### src/rtl/ps2_scan_sequencer.sv
// Pops bytes from the ps2_keyboard receiver FIFO, strips E0/F0 prefixes and queues one
// {code, ext, brk} event per make/break; also tracks the held key, a release count and overflow.
//
//  state  | meaning
//  IDLE   | wait for a byte and room in the event FIFO; latch rx_data
//  ACK    | one-cycle pop strobe; latched byte is decoded and pushed
//  SETTLE | dead cycle so rx_ready reflects the new receiver head
module ps2_scan_sequencer #(
    parameter int EVT_DEPTH       = 4,
    parameter bit SUPPRESS_REPEAT = 1'b1
) (
    input  logic       clk,
    input  logic       clrn,
    input  logic [7:0] rx_data,
    input  logic       rx_ready,
    input  logic       rx_overflow,
    output logic       rx_nextdata_n,
    output logic       evt_valid,
    input  logic       evt_ready,
    output logic [7:0] evt_code,
    output logic       evt_ext,
    output logic       evt_break,
    output logic       key_held,
    output logic [7:0] held_code,
    output logic [7:0] release_count,
    output logic       err_overflow,
    input  logic       err_clr
);
    localparam int AW = $clog2(EVT_DEPTH);
    localparam logic [AW-1:0] PTR_ONE  = AW'(1);
    localparam logic [AW:0]   CNT_ONE  = (AW+1)'(1);
    localparam logic [AW:0]   CNT_FULL = (AW+1)'(EVT_DEPTH);

    typedef enum logic [1:0] {IDLE, ACK, SETTLE} state_t;

    state_t         state, state_nxt;
    logic [7:0]     byte_q;
    logic           ext_flag, brk_flag, held_ext;
    logic [9:0]     fifo_mem [EVT_DEPTH];
    logic [AW-1:0]  wr_ptr, rd_ptr;
    logic [AW:0]    count;
    logic           fifo_full, latch_byte, is_event, suppressed, do_push, do_pop;

    assign fifo_full = (count == CNT_FULL);
    assign evt_valid = (count != '0);
    assign do_pop    = evt_valid && evt_ready;
    assign {evt_code, evt_ext, evt_break} = fifo_mem[rd_ptr];

    always_comb begin
        state_nxt     = state;
        latch_byte    = 1'b0;
        rx_nextdata_n = 1'b1;
        case (state)
            IDLE: begin
                if (rx_ready && !fifo_full) begin
                    latch_byte = 1'b1;
                    state_nxt  = ACK;
                end
            end
            ACK: begin
                rx_nextdata_n = 1'b0;
                state_nxt     = SETTLE;
            end
            SETTLE:  state_nxt = IDLE;
            default: state_nxt = IDLE;
        endcase
    end

    // Repeats only match a make of the same key while it is still held.
    always_comb begin
        is_event   = (state == ACK) && (byte_q != 8'h00) && (byte_q != 8'hE0) && (byte_q != 8'hF0);
        suppressed = SUPPRESS_REPEAT && !brk_flag && key_held &&
                     (byte_q == held_code) && (ext_flag == held_ext);
        do_push    = is_event && !suppressed;
    end

    always_ff @(posedge clk or negedge clrn) begin
        if (!clrn) begin
            state  <= IDLE;
            byte_q <= 8'h00;
        end else begin
            state <= state_nxt;
            if (latch_byte) byte_q <= rx_data;
        end
    end

    always_ff @(posedge clk or negedge clrn) begin
        if (!clrn) begin
            ext_flag <= 1'b0;
            brk_flag <= 1'b0;
        end else begin
            if (state == ACK) begin
                case (byte_q)
                    8'h00: ;
                    8'hE0: ext_flag <= 1'b1;
                    8'hF0: brk_flag <= 1'b1;
                    default: begin
                        ext_flag <= 1'b0;
                        brk_flag <= 1'b0;
                    end
                endcase
            end
            if (rx_overflow) begin
                ext_flag <= 1'b0;
                brk_flag <= 1'b0;
            end
        end
    end

    always_ff @(posedge clk or negedge clrn) begin
        if (!clrn) begin
            key_held      <= 1'b0;
            held_code     <= 8'h00;
            held_ext      <= 1'b0;
            release_count <= 8'h00;
            err_overflow  <= 1'b0;
        end else begin
            if (do_push) begin
                if (!brk_flag) begin
                    key_held  <= 1'b1;
                    held_code <= byte_q;
                    held_ext  <= ext_flag;
                end else begin
                    release_count <= release_count + 8'd1;
                    if (key_held && (byte_q == held_code) && (ext_flag == held_ext))
                        key_held <= 1'b0;
                end
            end
            if (err_clr)          err_overflow <= 1'b0;
            else if (rx_overflow) err_overflow <= 1'b1;
        end
    end

    always_ff @(posedge clk or negedge clrn) begin
        if (!clrn) begin
            for (int i = 0; i < EVT_DEPTH; i++) fifo_mem[i] <= '0;
            wr_ptr <= '0;
            rd_ptr <= '0;
            count  <= '0;
        end else begin
            if (do_push) begin
                fifo_mem[wr_ptr] <= {byte_q, ext_flag, brk_flag};
                wr_ptr           <= wr_ptr + PTR_ONE;
            end
            if (do_pop) rd_ptr <= rd_ptr + PTR_ONE;
            case ({do_push, do_pop})
                2'b10:   count <= count + CNT_ONE;
                2'b01:   count <= count - CNT_ONE;
                default: count <= count;
            endcase
        end
    end

endmodule

### config.mk
export PLATFORM = sky130hd
export DESIGN_NAME = ps2_scan_sequencer
export DESIGN_NICKNAME = d
export VERILOG_FILES = /design/src/rtl/ps2_scan_sequencer.sv
export SDC_FILE = /design/constraint.sdc
export NUM_CORES = 1
export LEC_CHECK = 0
export ABC_AREA = 1
export BUFFER_PORTS_ARGS = -buffer_cell sky130_fd_sc_hd__buf_2
export CAP_MARGIN = 20
export CORE_MARGIN = 1.5
export CORE_UTILIZATION = 31
export CTS_BUF_LIST = sky130_fd_sc_hd__clkbuf_16
export CTS_CLUSTER_DIAMETER = 60
export DETAILED_ROUTE_END_ITERATION = 16
export GPL_ROUTABILITY_DRIVEN = 0
export HOLD_SLACK_MARGIN = 0.06
export PLACE_DENSITY_LB_ADDON = 0.08
export SLEW_MARGIN = 20
export SYNTH_ARGS = -nofsm -noshare
export SYNTH_HDL_FRONTEND = slang
export SYNTH_SLANG_ARGS = --single-unit
### constraint.sdc
create_clock -name clk -period 4.4 [get_ports clk]
set_input_delay 0.44 -clock clk [delete_from_list [all_inputs] [get_ports clk]]
set_output_delay 0.44 -clock clk [all_outputs]
set_load 0.05 [all_outputs]
# Word-level counts from Yosys, hierarchy flattened
# Index checks and enable logic that the tools add are counted.
dict set report totals {
  reg_bits 78
  latch_bits 0
  ram_bits 0
  mem_bits_ro 0
  in_bits 14
  output_inout_bits 30
  word_cells 92
  n_memories 0
}
dict set report op_classes {
  add_sub_neg 5
  multipliers 0
  div 0
  magnitude_cmp 3
  n_eq_ne 14
  shift 0
  mux 22
  bitwise_logic 3
  reduce_logical 29
}
# op count
set op_table {}
lappend op_table {{40-bit bitwise mux} 1}
lappend op_table {{10-bit 2-to-1 mux} 3}
lappend op_table {{10-bit binary-select mux with 2-bit select} 1}
lappend op_table {{10-bit demux with 2-bit select} 1}
lappend op_table {{8-bit equality test (second input constant)} 2}
lappend op_table {{8-bit inequality test (second input constant)} 2}
lappend op_table {{1-bit logical AND} 12}
lappend op_table {{1-bit 2-to-1 mux} 11}
lappend op_table {{2-bit AND reduction} 5}
lappend op_table {{8-bit by 1-bit adder with 8-bit output (second input constant)} 1}
lappend op_table {{8-bit equality test} 1}
lappend op_table {{8-bit zero test} 1}
lappend op_table {{8-bit nonzero test} 1}
lappend op_table {{3-bit >= comparator (second input constant)} 2}
lappend op_table {{2-bit by 1-bit inequality test with 1-bit output (second input constant)} 3}
lappend op_table {{2-bit NOT with 3-bit output} 2}
lappend op_table {{3-bit one-hot mux with 2 select lines} 1}
lappend op_table {{2-bit nonzero test} 3}
lappend op_table {{2-bit by 1-bit adder with 2-bit output (second input constant)} 2}
lappend op_table {{2-bit by 1-bit equality test with 1-bit output (second input constant)} 2}
lappend op_table {{1-bit one-hot mux with 2 select lines} 2}
lappend op_table {{2-bit one-hot mux with 2 select lines} 1}
lappend op_table {{2-bit OR reduction} 2}
lappend op_table {{3-bit by 1-bit adder with 3-bit output (second input constant)} 1}
lappend op_table {{11 further kinds} 13}

# Depth between registers and ports, before layout
dict set report depth {
  ltp_word 8
  depth_mapped 16
  ltp_nobuf 14
}

# Worst setup path before layout
# Ideal clock, no wire load.
dict set report synth_timing {
  path_type {reg2reg}
  from {reg held_code[7]}
  to {reg count[2]}
  setup_ps 131
  arrival_time_ps 2327
  required_time_ps 4269
  setup_slack_ps 1942
  stages_incl_launch_ff 16
  n_path_buf 1
  synth_period_minus_slack_ps 2458
  cell_sequence {dfrtp_1 -> inv_1 -> nand2_1 -> nand2_1 -> inv_1 -> nand3_1 -> nor2_1 -> nand3_2 -> buf_6 -> nand2_1 -> ha_1 -> inv_1 -> fa_1 -> a21oi_1 -> o21ai_0 -> xor2_1}
}
dict set report synth_via {
  elab_chain_len 7
  word_cells_on_any_way 9
  cone_classes {3 x eq/ne; 1 x mux; 5 x reduce/logical}
}
# item line
set synth_rtl {}
lappend synth_rtl {{start: declaration} 24} ;# output logic [7:0] held_code,
lappend synth_rtl {{start signal: assignment} 121} ;# held_code <= byte_q;
lappend synth_rtl {{8-bit equality test *} 73} ;# (byte_q == held_code) && (ext_flag == held_ext);
lappend synth_rtl {{1-bit logical AND *} 72} ;# suppressed = SUPPRESS_REPEAT && !brk_flag && key_held &&
lappend synth_rtl {{1-bit logical AND *} 73}
lappend synth_rtl {{1-bit zero test *} 74} ;# do_push = is_event && !suppressed;
lappend synth_rtl {{1-bit logical AND *} 74}
lappend synth_rtl {{2-bit by 1-bit equality test with 1-bit output or 2-bit equality test (tied branches)} 146} ;# case ({do_push, do_pop})
lappend synth_rtl {{3-bit one-hot mux with 2 select lines or 2-bit nonzero test (tied branches)} n/a}
lappend synth_rtl {{end signal: assignment} 147} ;# 2'b10: count <= count + CNT_ONE;
lappend synth_rtl {{end signal: assignment} 148} ;# 2'b01: count <= count - CNT_ONE;
lappend synth_rtl {{end signal: assignment} 149} ;# default: count <= count;
lappend synth_rtl {{end: declaration} 41} ;# logic [AW:0] count;
# Mark *: on every way between the ends. The rest lies on a longest branch, timed or not.
# A chain may end at the register's enable or synchronous reset.

# Worst setup path in the final report
dict set report layout_timing {
  from {reg byte_q[7]}
  to {reg count[2]}
}
dict set report layout_via {
  elab_chain_len 7
  word_cells_on_any_way 15
  cone_classes {5 x eq/ne; 1 x mux; 9 x reduce/logical}
}
# item line
set layout_rtl {}
lappend layout_rtl {{start: declaration} 37} ;# logic [7:0] byte_q;
lappend layout_rtl {{start signal: assignment} 83} ;# if (latch_byte) byte_q <= rx_data;
lappend layout_rtl {{8-bit equality test or 8-bit nonzero test (tied branches)} {73, 71}}
lappend layout_rtl {{1-bit logical AND, on equally long branches} {72, 71}}
lappend layout_rtl {{1-bit logical AND, on equally long branches} {73, 71}}
lappend layout_rtl {{1-bit zero test or 1-bit logical AND (tied branches)} {74, 71}}
lappend layout_rtl {{1-bit logical AND *} 74}
lappend layout_rtl {{2-bit by 1-bit equality test with 1-bit output or 2-bit equality test (tied branches)} 146}
lappend layout_rtl {{3-bit one-hot mux with 2 select lines or 2-bit nonzero test (tied branches)} n/a}
# Marks and branches as above.

==> impl_metrics.env <==
export IMPL_status="complete, no violations"
export IMPL_utilization=0.3542
export IMPL_timing_reg2reg_setup_slack_ns=1.98
export IMPL_fin_crit_sh=0.5489
export IMPL_crit_path_cell_trace="inv_1 -> a21oi_1 -> nand3_1 -> nor2_1 -> nand3_2 -> nand2_1 -> ha_1 -> inv_1 -> fa_1 -> a21oi_1 -> o21ai_0 -> xor2_1"
export IMPL_setup_slack_ns=1.985
export IMPL_cts_hold_buffers=0
export IMPL_timing_critical_path_arrival_ns=2.64
export IMPL_antenna_found_initial=0
export IMPL_via_per_inst=4.868
export IMPL_cts_tree="yes"
export IMPL_die_h_um=118.8
export IMPL_r2r_start="byte_q[7]"
export IMPL_netlist_area_leader_share=0.4697
export IMPL_critPathSlowestCell="dfrtp_1"
export IMPL_setup_violations=0
export IMPL_fill_cells=1409
export IMPL_slew_headroom=0.5220
export IMPL_maxSlewViolCount=0
export IMPL_synth_top_area_cell="dfrtp_1"
export IMPL_nets=542
export IMPL_rsz0062_at_grt="false"
export IMPL_dp_hpwl_mm=7.391
export IMPL_ys_seq_area_frac=0.4697
export IMPL_power_frac_seq=0.327
export IMPL_grt_max_degree=57
export IMPL_synth_area_um2=4155
export IMPL_p_leak_uw=0.002369
export IMPL_final_hold_violation_count=0
export IMPL_critical_path_class="reg2reg"
export IMPL_crit_buf_inv=2
export IMPL_grt_usage=0.1731
export IMPL_finalClockSkew_ns=0.005748
export IMPL_clock_latency_ns=0.35
export IMPL_wl_per_cell_um=16.27
export IMPL_coreArea_um2=13140
export IMPL_insertedDiodeCount=0
export IMPL_first_global_vias=3465
export IMPL_mostFrequentLayoutCell="nand2_1"
export IMPL_reg2regPathDepth=12
export IMPL_die_x_um=118.8
export IMPL_ys_ff_latch=78
export IMPL_clkPwrFrac=0.183
export IMPL_clkTransAtPathRegs_ns=0.06
export IMPL_max_stage_delay_ns=0.53
export IMPL_ant_nets=0
export IMPL_vias=3417
export IMPL_grt_pass1_wl_mm=18.64
export IMPL_power_internal_uw=1937
export IMPL_place_ws_ns=2.006
export IMPL_yosys_top_cells_area="dfrtp_1 (47%), nand2_1 (15%), nand4_1 (8.0%)"
export IMPL_cts_root_buf="clkbuf_16"
export IMPL_drc=0
export IMPL_clockBufferDepth=2
export IMPL_r2r_end="count[2]"
export IMPL_rows=42
export IMPL_switchingPower_uw=2033
export IMPL_area_growth_pct=11.98
export IMPL_hold_slack_ns=0.09585
export IMPL_tightest_slew_ns=0.7171
export IMPL_fin_crit_ns=2.415
export IMPL_ys_types=31
export IMPL_postCtsSetupBuffers=0
export IMPL_drt_iter0_drc=214
export IMPL_io_pins=44
export IMPL_syn_instance_count=497
export IMPL_crit_cells=12
export IMPL_power_density_nw_per_um2=853.0
export IMPL_power_frac_comb=0.490
export IMPL_cp_max_fo=9
export IMPL_synth_avg_cell_area_um2=8.361
export IMPL_dieArea_um2=14110
export IMPL_crit_required_ns=4.63
export IMPL_startpoint_type="flip-flop"
export IMPL_vdd_ir_drop_max_v=0.0003986
export IMPL_start_util=0.3163
export IMPL_syn_num_nets=518
export IMPL_drive_above_1_share=0.1749
export IMPL_crit_family="adder cells"
export IMPL_numCtsBuffers=9
export IMPL_endpoint_kind="flip-flop"
export IMPL_final_cell_mix="nand2_1 (161), dfrtp_1 (78), nand4_1 (53)"
export IMPL_yosys_warnings=0
export IMPL_fmax_ghz=0.4141
export IMPL_port_buffers=43
export IMPL_cts_num_sinks=78
export IMPL_wl_mm=11.42
export IMPL_htreeDepth=3
export IMPL_endpoint="count[2]"
export IMPL_grt_overflow_total=0
export IMPL_drv_cap=0
export IMPL_finalPower_uw=3969
export IMPL_swShare=0.5121
export IMPL_fin_tns_setup_ns=0
export IMPL_cts_resized=0
export IMPL_drt_pass1_iterations=5
export IMPL_hold_class="in2async"
export IMPL_crit_start="byte_q[7]"
[cell usage after synthesis (all sizes together)]
cell	count
a21oi	4
and2	1
buf	25
clkbuf	9
dfrtp	78
fa	1
ha	6
inv	39
nand2	164
nand3	15
nand4	53
nor2	41
nor3	3
o21ai	34
o22ai	10
o31ai	1
xnor2	3
xor2	10
[cell type report]
class,instances,area [um^2],area share
Tap cell,176,220.2,0.04732
Clock buffer,9,225.2,0.04840
Multi-Input combinational cell,346,1805,0.3880
Timing Repair Buffer,47,247.7,0.05324
Inverter,39,146.4,0.03146
Clock inverter,7,56.30,0.01210
Sequential cell,78,1952,0.4195
[how the worst min path moves through the flow]
stage               cells after the start        startpoint  slack [ns]               end
floorplan                               0              clrn        0.14          brk_flag
global placement                        2      fifo_mem[27]        0.45      fifo_mem[27]
detailed placement                      1  release_count[7]        0.45  release_count[7]
CTS                                     1              clrn        0.11      held_code[3]
global route                            1              clrn        0.14      held_code[3]
finish                                  1              clrn         0.1      held_code[3]
[per-layer routing]
layer  up-vias  track usage  part of all wire
met5         -            0                 0
met4         0      0.06928             0.017
met3        15      0.04006             0.037
met2        58       0.2627              0.46
met1      1660       0.2383              0.48
li1       1684            -                 -
[power groups by stage]
stage / logic (uW) / clock network, uW / registers (uW)
6_report: 1940 / 728 / 1300
4_1_cts: 1960 / 750 / 1300
5_1_grt: 2150 / 782 / 1350
3_5_place_dp: 1950 / 0 / 1310
3_3_place_gp: 1950 / 0 / 1300
2_1_floorplan: 1550 / 0 / 1290
[through the flow]
stage	cell area, um^2	cells
floorplan	4155	497
global placement	4365	686
detailed placement	4365	686
CTS	4647	702
global route	4653	702
finish	4653	702
[sequential cells by signal (all words and copies together) (netlist names)]
signal and flops:
fifo_mem 40, byte_q 8, held_code 8, release_count 8, count 3, rd_ptr 2, state 2, wr_ptr 2
brk_flag 1, err_overflow 1, ext_flag 1, held_ext 1, key_held 1
[cells by family after synthesis]
| group | after synthesis | share of synthesized area |
|---|---|---|
| flip-flops | 78 | 0.4697 |
| XOR/XNOR | 13 | 0.02740 |
| buffers and inverters | 73 | 0.09726 |
| adder cells (fa/ha/maj) | 7 | 0.02288 |
| AND/OR/NAND/NOR | 277 | 0.3201 |
| AO/OA/AOI/OAI | 49 | 0.06263 |
[worst register-to-register path, delay by kind of cell (launching register included)]
family / cells / cell delay [ns]
AO/OA/AOI/OAI: 3 / 0.42
XOR/XNOR: 1 / 0.16
adder cells (fa/ha/maj): 2 / 0.55
buffers and inverters: 2 / 0.18
flip-flops: 1 / 0.53
AND/OR/NAND/NOR: 4 / 0.46
(Power assumes the default switching activity.)
